--- config.mk ---
export PLATFORM = sky130hd
export DESIGN_NAME = prm_edge_mask_accum
export DESIGN_NICKNAME = d
export VERILOG_FILES = /design/src/rtl/prm_accum_pkg.sv /design/src/rtl/prm_edge_mask_accum_popcnt.sv /design/src/rtl/prm_edge_mask_accum.sv
export SDC_FILE = /design/constraint.sdc
export NUM_CORES = 1
export LEC_CHECK = 0
export ABC_AREA = 1
export BUFFER_PORTS_ARGS = -buffer_cell sky130_fd_sc_hd__clkbuf_2
export CAP_MARGIN = 40
export CORE_MARGIN = 1.5
export CORE_UTILIZATION = 52
export DETAILED_ROUTE_END_ITERATION = 8
export PLACE_DENSITY = 0.82
export SLEW_MARGIN = 40
export SYNTH_ARGS = -nofsm -noshare
export SYNTH_HDL_FRONTEND = slang
export SYNTH_SLANG_ARGS = --single-unit
--- constraint.sdc ---
create_clock -name clk -period 6.15 [get_ports clk]
set_clock_uncertainty 0.1 [all_clocks]
set_input_delay 0.3075 -clock clk [delete_from_list [all_inputs] [get_ports clk]]
set_output_delay 0.3075 -clock clk [all_outputs]
set_load 0.05 [all_outputs]
--- src/rtl/prm_accum_pkg.sv ---
// Shared types and helpers for the PRM edge-mask accumulator: state encoding,
// safe clog2 and a word popcount.
package prm_accum_pkg;

    localparam int VOX_W_DEF = 15;
    // Widest read word the popcount helper handles; narrower words are zero-extended.
    localparam int POP_MAX_W = 64;

    typedef enum logic {
        ACC   = 1'b0,
        COUNT = 1'b1
    } state_t;

    // Never returns 0 so a single-word bank still gets a 1-bit address.
    function automatic int clog2_safe(input int n);
        int r;
        r = 1;
        while ((1 << r) < n) r = r + 1;
        return r;
    endfunction

    function automatic int unsigned popcount(input logic [POP_MAX_W-1:0] v);
        int unsigned c;
        c = 0;
        for (int i = 0; i < POP_MAX_W; i++) c = c + 32'(v[i]);
        return c;
    endfunction

endpackage

--- src/rtl/prm_edge_mask_accum_popcnt.sv ---
// Combinational popcount of one read-width word of the committed edge bitmap.
module prm_mask_popcnt
    import prm_accum_pkg::*;
#(
    parameter  int RD_W = 16,
    localparam int PC_W = clog2_safe(RD_W + 1)
)(
    input  logic [RD_W-1:0] i_word,
    output logic [PC_W-1:0] o_count
);

    logic [POP_MAX_W-1:0] w_ext;

    assign w_ext   = POP_MAX_W'(i_word);
    assign o_count = PC_W'(popcount(w_ext));

endmodule

--- src/rtl/prm_edge_mask_accum.sv ---
// Streams voxel codes into the edge-checker bank, ORs the returned masks over a
// frame, commits the blocked-edge bitmap and counts blocked edges word-serially.
module prm_edge_mask_accum
    import prm_accum_pkg::*;
#(
    parameter  int VOX_W  = VOX_W_DEF,
    parameter  int EDGE_W = 64,
    parameter  int RD_W   = 16,
    parameter  int CNT_W  = 16,
    localparam int WORDS  = EDGE_W / RD_W,
    localparam int AW     = clog2_safe(WORDS),
    localparam int PC_W   = clog2_safe(RD_W + 1)
)(
    input  logic              clk,
    input  logic              rst,
    input  logic              vox_valid,
    output logic              vox_ready,
    input  logic [VOX_W-1:0]  vox_code,
    input  logic              vox_last,
    input  logic              abort,
    output logic [VOX_W-1:0]  chk_code,
    input  logic [EDGE_W-1:0] chk_mask,
    input  logic [AW-1:0]     rd_addr,
    output logic [RD_W-1:0]   rd_data,
    output logic              frame_valid,
    output logic              frame_done,
    output logic [CNT_W-1:0]  vox_cnt,
    output logic [CNT_W-1:0]  blocked_cnt
);

    state_t            r_state;
    state_t            w_state_nxt;
    logic              r_pipe_valid;
    logic              r_pipe_last;
    logic [VOX_W-1:0]  r_chk_code;
    logic [EDGE_W-1:0] r_acc;
    logic [EDGE_W-1:0] r_out_bank;
    logic [CNT_W-1:0]  r_run_cnt;
    logic [CNT_W-1:0]  r_vox_cnt;
    logic [CNT_W-1:0]  r_blocked_cnt;
    logic [CNT_W-1:0]  r_sum;
    logic [AW-1:0]     r_idx;
    logic              r_frame_valid;
    logic              r_frame_done;
    logic [RD_W-1:0]   r_rd_data;

    logic              w_vox_ready;
    logic              w_accept;
    logic              w_commit;
    logic              w_count_last;
    logic [PC_W-1:0]   w_pop;
    logic [RD_W-1:0]   w_words [WORDS];

    for (genvar g = 0; g < WORDS; g++) begin : g_words
        assign w_words[g] = r_out_bank[g*RD_W +: RD_W];
    end

    prm_mask_popcnt #(
        .RD_W    (RD_W)
    ) u_popcnt (
        .i_word  (w_words[r_idx]),
        .o_count (w_pop)
    );

    always_ff @(posedge clk or posedge rst) begin
        if (rst) r_state <= ACC;
        else     r_state <= w_state_nxt;
    end

    // A committing last beat blocks intake for one cycle; abort wins over that commit.
    always_comb begin
        w_state_nxt  = r_state;
        w_vox_ready  = 1'b0;
        w_commit     = 1'b0;
        w_count_last = 1'b0;
        case (r_state)
            ACC: begin
                w_vox_ready = !(r_pipe_valid && r_pipe_last) && !abort;
                w_commit    = r_pipe_valid && r_pipe_last && !abort;
                if (w_commit) w_state_nxt = COUNT;
            end
            COUNT: begin
                w_count_last = (r_idx == AW'(WORDS - 1));
                if (w_count_last) w_state_nxt = ACC;
            end
            default: w_state_nxt = ACC;
        endcase
    end

    assign w_accept = vox_valid && w_vox_ready;

    always_ff @(posedge clk or posedge rst) begin
        if (rst) begin
            r_chk_code   <= '0;
            r_pipe_valid <= 1'b0;
            r_pipe_last  <= 1'b0;
            r_run_cnt    <= '0;
        end else begin
            if (w_accept) begin
                r_chk_code   <= vox_code;
                r_pipe_valid <= 1'b1;
                r_pipe_last  <= vox_last;
            end else begin
                r_pipe_valid <= 1'b0;
                r_pipe_last  <= 1'b0;
            end
            if ((r_state == ACC) && abort)             r_run_cnt <= '0;
            else if (w_commit)                         r_run_cnt <= '0;
            else if (w_accept && (r_run_cnt != '1))    r_run_cnt <= r_run_cnt + CNT_W'(1);
        end
    end

    // Stage 2: fold the checker result of the registered code into the frame.
    always_ff @(posedge clk or posedge rst) begin
        if (rst) begin
            r_acc         <= '0;
            r_out_bank    <= '0;
            r_vox_cnt     <= '0;
            r_frame_valid <= 1'b0;
        end else begin
            if ((r_state == ACC) && abort) r_acc <= '0;
            else if (r_pipe_valid)         r_acc <= r_pipe_last ? '0 : (r_acc | chk_mask);
            if (w_commit) begin
                r_out_bank    <= r_acc | chk_mask;
                r_vox_cnt     <= r_run_cnt;
                r_frame_valid <= 1'b1;
            end
        end
    end

    always_ff @(posedge clk or posedge rst) begin
        if (rst) begin
            r_idx         <= '0;
            r_sum         <= '0;
            r_blocked_cnt <= '0;
            r_frame_done  <= 1'b0;
        end else begin
            if (w_commit) begin
                r_idx <= '0;
                r_sum <= '0;
            end else if (r_state == COUNT) begin
                r_idx <= r_idx + AW'(1);
                r_sum <= r_sum + CNT_W'(w_pop);
            end
            if (w_count_last) r_blocked_cnt <= r_sum + CNT_W'(w_pop);
            r_frame_done <= w_count_last;
        end
    end

    always_ff @(posedge clk or posedge rst) begin
        if (rst)                                          r_rd_data <= '0;
        else if ({1'b0, rd_addr} < (AW + 1)'(WORDS))      r_rd_data <= w_words[rd_addr];
        else                                              r_rd_data <= '0;
    end

    assign vox_ready   = w_vox_ready;
    assign chk_code    = r_chk_code;
    assign rd_data     = r_rd_data;
    assign frame_valid = r_frame_valid;
    assign frame_done  = r_frame_done;
    assign vox_cnt     = r_vox_cnt;
    assign blocked_cnt = r_blocked_cnt;

endmodule
# Word level (Yosys, flattened, before mapping)
# Cells that the tools add are included.
[classes]
n_addsub = 18
n_mul = 0
div = 0
order_cmp = 2
eq_ne = 2
shift = 0
n_mux = 24
n_bitwise = 4
reduce_logical = 11
[op_table]
columns = ["operator", "count"]
rows = [
  ["$mux W64", 3],
  ["$mux W16", 9],
  ["$add A5 B1 Y5", 14],
  ["$bmux W16 S2", 2],
  ["$or A64 B64 Y64", 1],
  ["$add A16 B1 Y16 const B", 1],
  ["$add A16 B5 Y16", 1],
  ["$ne A16 B16 Y1 const B", 1],
  ["$mux W1", 7],
  ["$ge A3 B3 Y1 const B", 2],
  ["$logic_and A1 B1 Y1", 6],
  ["$not A2 Y3", 2],
  ["$mux W2", 2],
  ["$reduce_bool A2 Y1", 2],
  ["$reduce_bool A3 Y1", 1],
  ["$add A1 B1 Y2", 1],
  ["$add A2 B1 Y2 const B", 1],
  ["$eq A2 B2 Y1 const B", 1],
  ["$logic_not A1 Y1", 2],
  ["$pmux W1 S2", 1],
  ["$not A1 Y1", 1],
]
[word_totals]
register_bits = 230
latchBits = 0
ram_bits = 0
rom_bits = 0
input_bits = 86
output_inout_bits = 66
word_cells = 75
memories = 0

# Depth between registers and ports, before layout
# Gate-level depths: netlist of the first run.
[logic_depth]
word_depth = 22
ltp_mapped = 25
depth_no_buf = 23

# Cells and area by module
# A second synthesis of the first run with hierarchy kept.
[hier_totals]
cells_unflattened = 1249
hier_area_um2 = 10493.8
[modules_own_cells]
columns = ["mod", "n_inst", "cells_each", "area_per_inst_um2", "seq_area_each_um2"]
rows = [
  ["prm_edge_mask_accum", 1, 1197, 10079.7, 5755.5],
  ["prm_mask_popcnt", 1, 52, 414.1, 0.0],
]

# Worst setup path before layout of the first run
# OpenSTA, ideal clock, no wires.
[synth_path]
path_kind = "reg-to-reg"
startpoint = "reg r_idx[0]"
endpoint = "reg r_sum[11]"
setup_ps = 118
arrival_time_ps = 5491
slack_ps = 441
path_stages_with_launch = 24
synth_period_minus_slack_ps = 5709
cell_sequence = "dfrtp_1 clkbuf_1 clkinv_1 clkbuf_1 o21ai_0 o22ai_1 ha_1 fa_1 fa_1 fa_1 inv_1 fa_1 fa_1 fa_1 o21ai_0 ha_1 a21oi_1 inv_1 nand2_1 nand2_1 nand2_1 nand2_1 nand3_1 nand2_1"
[synth_between]
elab_chain_len = 22
[synth_rtl]
columns = ["element", "line_no", "text"]
rows = [
  ["start, declared", "prm_edge_mask_accum.sv:42", "logic [AW-1:0] r_idx;"],
  ["start signal, assigned", "prm_edge_mask_accum.sv:142", "r_idx <= r_idx + AW'(1);"],
  ["$not A2 Y3 (not written as such) *", "prm_edge_mask_accum.sv:61", ".i_word (w_words[r_idx]),"],
  ["$bmux W16 S2 *", "prm_edge_mask_accum.sv:61", ""],
  ["$mux W16 (not written as such) * (2 in a row)", "prm_edge_mask_accum.sv:61", ""],
  ["$add A1 B1 Y2", "prm_accum_pkg.sv:25", "for (int i = 0; i < POP_MAX_W; i++) c = c + 32'(v[i]);"],
  ["$add A5 B1 Y5 (13 in a row)", "prm_accum_pkg.sv:25", ""],
  ["$add A5 B1 Y5 *", "prm_accum_pkg.sv:25", ""],
  ["$add A16 B5 Y16 *", "prm_edge_mask_accum.sv:143", "r_sum <= r_sum + CNT_W'(w_pop);"],
  ["$mux W16 *", "prm_edge_mask_accum.sv:141", "end else if (r_state == COUNT) begin"],
  ["$mux W16 *", "prm_edge_mask_accum.sv:138", "if (w_commit) begin"],
  ["end signal, assigned", "prm_edge_mask_accum.sv:143", ""],
  ["end, declared", "prm_edge_mask_accum.sv:41", "logic [CNT_W-1:0] r_sum;"],
]
# Mark *: on every way between the ends. The rest lies on a longest branch, timed or not. The select of a mux whose other input is x is not followed.
# A chain may end at the register's enable or synchronous reset.

# Final worst setup path of the first run
[layout_path]
startpoint = "reg r_idx[0]"
endpoint = "reg r_blocked_cnt[11], in the netlist blocked_cnt[11]"
[layout_between]
elab_chain_len = 20
word_cells_on_any_way = 22
[layout_rtl]
columns = ["element", "line_no", "text"]
rows = [
  ["$not A2 Y3 (not written as such)", "prm_edge_mask_accum.sv:61", ""],
  ["$bmux W16 S2", "prm_edge_mask_accum.sv:61", ""],
  ["$mux W16 (not written as such) (2 in a row)", "prm_edge_mask_accum.sv:61", ""],
  ["$add A1 B1 Y2", "prm_accum_pkg.sv:25", ""],
  ["$add A5 B1 Y5 (14 in a row)", "prm_accum_pkg.sv:25", ""],
  ["$add A16 B5 Y16", "prm_edge_mask_accum.sv:145", "if (w_count_last) r_blocked_cnt <= r_sum + CNT_W'(w_pop);"],
  ["end signal, assigned", "prm_edge_mask_accum.sv:145", ""],
  ["end, declared", "prm_edge_mask_accum.sv:40", "logic [CNT_W-1:0] r_blocked_cnt;"],
]
# Several ways; a longest one is shown, not always the timed one. The select of a mux whose other input is x is not followed.

==> results of run 1 <==
==> sequential cells by signal, indices dropped and copies added, names as in the netlist <==
name	cells
frame_valid	1
blocked_cnt	16
r_run_cnt	16
frame_done	1
r_acc	64
r_pipe_valid	1
r_idx	2
vox_cnt	16
r_out_bank	64
chk_code	15
r_sum	16
r_pipe_last	1
r_state	1
rd_data	16
==> power by group <==
group	switching, mW	total, mW	internal [mW]
clock	0.578	1.43	0.855
sequential	0.318	2.21	1.89
combinational	2.71	4.27	1.55
total	3.61	7.91	4.30
==> repair_timing <==
item	4_1_cts	5_1_grt
endpoints found under the hold margin	139	0
resized for setup	0	4
hold buffers	72	0
buffers inserted	0	4
setup endpoints to repair	0	26
==> final cells by class <==
| class | instances | area (um2) | share of cell area (%) |
|---|---|---|---|
| multi-input combinational | 875 | 4250 | 32.6 |
| clock buffer | 33 | 686 | 5.26 |
| clock inverter | 6 | 82.6 | 0.634 |
| timing repair buffer | 239 | 1630 | 12.5 |
| inverter | 75 | 294 | 2.26 |
| sequential | 230 | 5760 | 44.2 |
| tap | 270 | 338 | 2.59 |
==> cells by family after synthesis <==
group / after synthesis / share of synthesized area [%]
compound gates: 260 / 13.0
simple gates: 585 / 22.8
xor+xnor: 7 / 0.577
flops: 230 / 54.2
fa+ha+maj: 23 / 3.49
buf+inv: 130 / 5.94
==> worst paths after layout <==
kind	end	depth (start not counted)	slack, ns
setup / recovery	blocked_cnt[11]	20	0.31
hold / removal	r_acc[49]	3	0.009
setup reg to reg	blocked_cnt[11]	20	0.31
hold reg to reg	chk_code[4]	2	0.37
max in group asynchronous	r_idx[0]	6	4.13
min in group asynchronous	r_acc[61]	3	0.17
==> cell usage in the layout, fill, tap and decap left out, types with 43 or more instances in the layout <==
cell	netlist	final
dfrtp_1	230	229
dlygate4sd3_1	0	72
clkbuf_2	0	151
o21ai_0	103	103
a21oi_1	80	79
nor2_1	135	135
o21ai_1	43	43
inv_1	66	64
nand3_1	43	43
nand2_1	372	371
==> worst max-delay path: stages (launching register included) <==
cell and delay (ns):
dfrtp_2 0.44, clkinvlp_4 0.19, o21ai_0 0.22, o22ai_1 0.10, ha_1 0.32, fa_1 0.52, fa_1 0.53, fa_1 0.54
inv_1 0.05, fa_1 0.51, fa_1 0.48, fa_1 0.41, xnor2_1 0.14, ha_1 0.36, nand3_1 0.10, nand2_1 0.13
nand2_1 0.10, nand2_1 0.17, nand3_1 0.15, nand3_1 0.12, nand2_1 0.06
==> routing by layer <==
metal	vias up	routed length, um	part of all wire (%)	global-route usage, %
li1	4423	-	-	-
met3	97	2090	7.5	3.86
met2	384	13100	47	42.9
met5	-	0	0	0
met1	4394	11200	41	35.2
met4	0	1260	4.6	11.4
==> stage by stage <==
stage          setup TNS, ns  setup slack [ns]  utilization, %
6_report                   0             0.305            64.8
5_1_grt              -0.0168          -0.00849            64.8
4_1_cts                    0            0.0460            64.5
3_5_place_dp               0            0.0500            57.1
3_3_place_gp               0             0.261            57.1
2_1_floorplan              0             0.441               -
==> reports/qor.yml, run 1 <==
grt_max_degree: 110
io_buffers: 151
async_flop_share_pct: 100
io_pins: 152
synth_flop_cell: "dfrtp_1"
htree_levels: 1
tritoncts: "built"
die_w_um: 146
firstDrtPassIters: 6
dieArea_um2: 21300
synth_top_area_share_pct: 54.2
drv_cap: 0
finalNonFillerCells: 1728
synth_area_um2: 10600
start_util_pct: 52.8
synth.area.top_cells: "dfrtp_1 54%, nand2_1 13%, o21ai_0 4.9%"
path_max_fanout: 9
power_density_nw_per_um2: 607
syn_avg_cell_area_um2: 8.60
routedWlPerCell_um: 16.0
fin_nets: 1554
ant_nets: 0
place_hpwl_um: 17800
hp-class: "in2reg"
cp-startpoint: "r_idx[0]"
setup_violations: 0
cts_num_sinks: 230
wirelength_um: 27700
post_dp_cell_area_um2: 11500
synth_edf_count: 0
worstHoldStart: "chk_mask[49]"
total_power_mw: 7.91
min_period_ns: 5.84
power.leakage_nw: 6.55
area_delta_synth_final_pct: 22.7
slew-limit-headroom_pct: 51.5
placementRows: 52
crit_type: "reg2reg"
placed_cells: 1612
cts_inserted_buffers: 24
n_antenna_cell: 0
synth_top_cell_by_area: "dfrtp_1"
final_area_um2: 13000
fmax_mhz: 171
clk_pin_slew_ns: 0.06
worst_pin_slew_ns: 0.725
cts_root_buf: "clkbuf_16"
crit_path_start_kind: "register"
r2r_start: "r_idx[0]"
syn-num-nets: 1344
synthCells: 1235
timing.final.crit_share_pct: 95.0
overflow: 0
cp.required_ns: 6.47
yosysWarningCount: 0
cp_data_arrival_time_ns: 6.16
status: "completed"
grt_pass1_wl_um: 45100
drc: 0
gp_congestion: 0.875
ys_types: 32
routed_via_density: 5.38
hold_violations: 0
antenna_found_initial: 0
die_y_um: 146
grt.total_usage_pct: 26.3
clk_latency_ns: 0.53
core_area_um2: 20100
drtIter0Drc: 820
ys_top_cells_by_count: "372 x nand2_1, 230 x dfrtp_1, 135 x nor2_1"
ys_seq_area_share_pct: 54.2
whs_ns: 0.00889
cts.path.max_buffers: 3
ys_ff_latch: 230
synth.most_common_cell: "nand2_1"
grt_pass1_vias: 8932
via_count: 9298
drive_gt1_share_pct: 16.3
cp-end-kind: "register"
fillers: 1573
peakVddDrop_mv: 0.842
slew_violations: 0
Power figures use the tool's default switching activity.
==> inputs of run 2 (changes only) <==
--- a/config.mk
+++ b/config.mk
@@ -8,10 +8,11 @@
 export ABC_AREA = 1
 export BUFFER_PORTS_ARGS = -buffer_cell sky130_fd_sc_hd__clkbuf_2
 export CAP_MARGIN = 40
+export CORE_ASPECT_RATIO = 0.8
 export CORE_MARGIN = 1.5
-export CORE_UTILIZATION = 52
+export CORE_UTILIZATION = 55
 export DETAILED_ROUTE_END_ITERATION = 8
-export PLACE_DENSITY = 0.82
+export PLACE_DENSITY = 0.83
 export SLEW_MARGIN = 40
 export SYNTH_ARGS = -nofsm -noshare
 export SYNTH_HDL_FRONTEND = slang
==> constraint.sdc (replaced) <==
create_clock -name clk -period 6.8 [get_ports clk]
set_clock_uncertainty 0.1 [all_clocks]
set_input_delay 0.34 -clock clk [delete_from_list [all_inputs] [get_ports clk]]
set_output_delay 0.34 -clock clk [all_outputs]
set_load 0.05 [all_outputs]
==> reports/qor.yml, run 2 (synthesis results as in run 1) <==
final_cell_mix: "371 x nand2_1, 230 x dfrtp_1, 151 x clkbuf_2, 135 x nor2_1, 103 x o21ai_0"
firstDrtPassIters: 5
drive_gt1_share_pct: 16.1
io_pins: 152
grt_pass1_wl_um: 42100
rsz0062_at_grt: "false"
htree_levels: 1
hold_violations: 0
worstHoldStart: "chk_mask[58]"
cp_data_arrival_time_ns: 6.55
gp_congestion: 0.903
clk_latency_ns: 0.51
cp_cell_sequence: "clkinv_1 -> o21ai_0 -> o22ai_1 -> ha_1 -> fa_1 -> fa_1 -> fa_1 -> inv_1 -> fa_1 -> fa_1 -> fa_1 -> o21ai_0 -> ha_1 -> nand2_1 -> inv_1 -> a21oi_1 -> nand2_1 -> nand2_1 -> nand2_1 -> nand3_1 -> nand2_1"
overflow: 0
cts_inserted_buffers: 22
fmax_mhz: 160
die_w_um: 158
hp-class: "in2reg"
status: "completed"
final_common_cell: "nand2_1"
drv_cap: 0
cp.required_ns: 7.09
top_regs: "r_acc x64, r_out_bank x64"
peakVddDrop_mv: 0.883
cts_root_buf: "clkbuf_16"
crit_path_start_kind: "register"
antenna_found_initial: 0
start_util_pct: 56.0
multi_input_area_um2: 4240
ant_nets: 0
fillers: 1557
worst_pin_slew_ns: 0.797
seqCellArea_um2: 5760
clk_pin_slew_ns: 0.07
cp-startpoint: "r_idx[0]"
place_hpwl_um: 17500
core_area_um2: 19000
cp-end-kind: "register"
r2r_start: "r_idx[0]"
r2r_slack_ns: 0.54
crit_path_frequent_cell: "fa_1"
min_period_ns: 6.26
crit_slowest_cell: "fa_1"
slew-limit-headroom_pct: 46.5
setup_tns_ns: 0
grt.total_usage_pct: 26.4
setup_violations: 0
drc: 0
power.leakage_nw: 6.28
crit_type: "reg2reg"
wirelength_um: 26000
via_count: 9045
area_delta_synth_final_pct: 16.7
power_density_nw_per_um2: 582
routedWlPerCell_um: 15.7
max_stage_delay_ns: 0.55
io_buffers: 151
drtIter0Drc: 872
cts_num_sinks: 230
path_max_fanout: 22
cts_resized: 0
grt_pass1_vias: 8205
total_power_mw: 7.22
slew_violations: 0
tritoncts: "built"
cts.path.max_buffers: 3
grt_max_degree: 147
routed_via_density: 5.46
dieArea_um2: 20200
placementRows: 45
fin_nets: 1493
die_y_um: 127
timing.final.crit_share_pct: 92.0
-- run 2: changes by cell type in the layout (fill, tap and decap cells not counted), sizes merged --
cell / before / now
bufinv: 2 / 1
buf: 16 / 6
clkinvlp: 3 / 1
clkinv: 3 / 6
inv: 73 / 72
clkbuf: 184 / 186
diode: 0 / 1
dlygate4sd3: 72 / 22
-- run 2: layout make-up --
| class | count | share of cell area (%) |
|---|---|---|
| timing repair buffer | 180 | 8.38 |
| clock buffer | 34 | 5.54 |
| clock inverter | 5 | 0.424 |
| inverter | 75 | 2.39 |
| antenna | 1 | 0.0202 |
| tap | 258 | 2.60 |
| multi-input combinational | 875 | 34.2 |
| sequential | 230 | 46.4 |
-- run 2: where the power goes --
group / total, mW / leakage, nW / switching (mW) / internal (mW)
clock: 1.24 / 0.365 / 0.506 / 0.732
combinational: 3.97 / 2.87 / 2.58 / 1.39
sequential: 2.01 / 3.04 / 0.305 / 1.71
-- run 2: worst max-delay path: cells and delay by family, from the launching register on --
| kind | cells | cell delay [ns] |
|---|---|---|
| AOI/OAI and AO/OA | 4 | 0.89 |
| DFF | 1 | 0.35 |
| buffers and inverters | 3 | 0.57 |
| adders and majority gates | 8 | 3.65 |
| and+or+nand+nor | 6 | 0.56 |
-- run 2: stage by stage --
| stage | util (%) | hold slack (ns) | instances | instance area (um2) | setup slack [ns] |
|---|---|---|---|---|---|
| floorplan | - | 0.346 | 1235 | 10600 | 0.0554 |
| finish | 65.3 | 0.00637 | 1658 | 12400 | 0.542 |
| global placement | 60.2 | 0.356 | 1596 | 11400 | 0.834 |
| CTS | 65.3 | 0.00275 | 1657 | 12400 | 0.574 |
| global route | 65.3 | 0.00861 | 1657 | 12400 | 0.115 |
| detailed placement | 60.3 | 0.368 | 1596 | 11400 | 0.612 |
-- run 2: timing repair --
action                    4_1_cts  5_1_grt
hold buffers                   22        0
buffers inserted                0        0
hold endpoints to repair      166        0
-- run 2: path summary, 6_finish.rpt --
path,depth (start not counted),endpoint
min in group asynchronous,3,r_acc[8]
max,21,r_sum[14]
min reg2reg,2,chk_code[13]
max reg2reg,21,r_sum[14]
max in group asynchronous,4,blocked_cnt[13]
min,3,r_acc[58]
-- run 2: per-layer routing --
layer | share of wire [%] | vias to the layer above | global-route usage [%] | wire length (um)
li1 | - | 4318 | - | -
met1 | 46 | 4293 | 41.1 | 11900
met2 | 44 | 371 | 38.3 | 11400
met3 | 7.8 | 63 | 4.17 | 2020
met4 | 2.8 | 0 | 7.92 | 722
met5 | 0 | - | 0 | 0
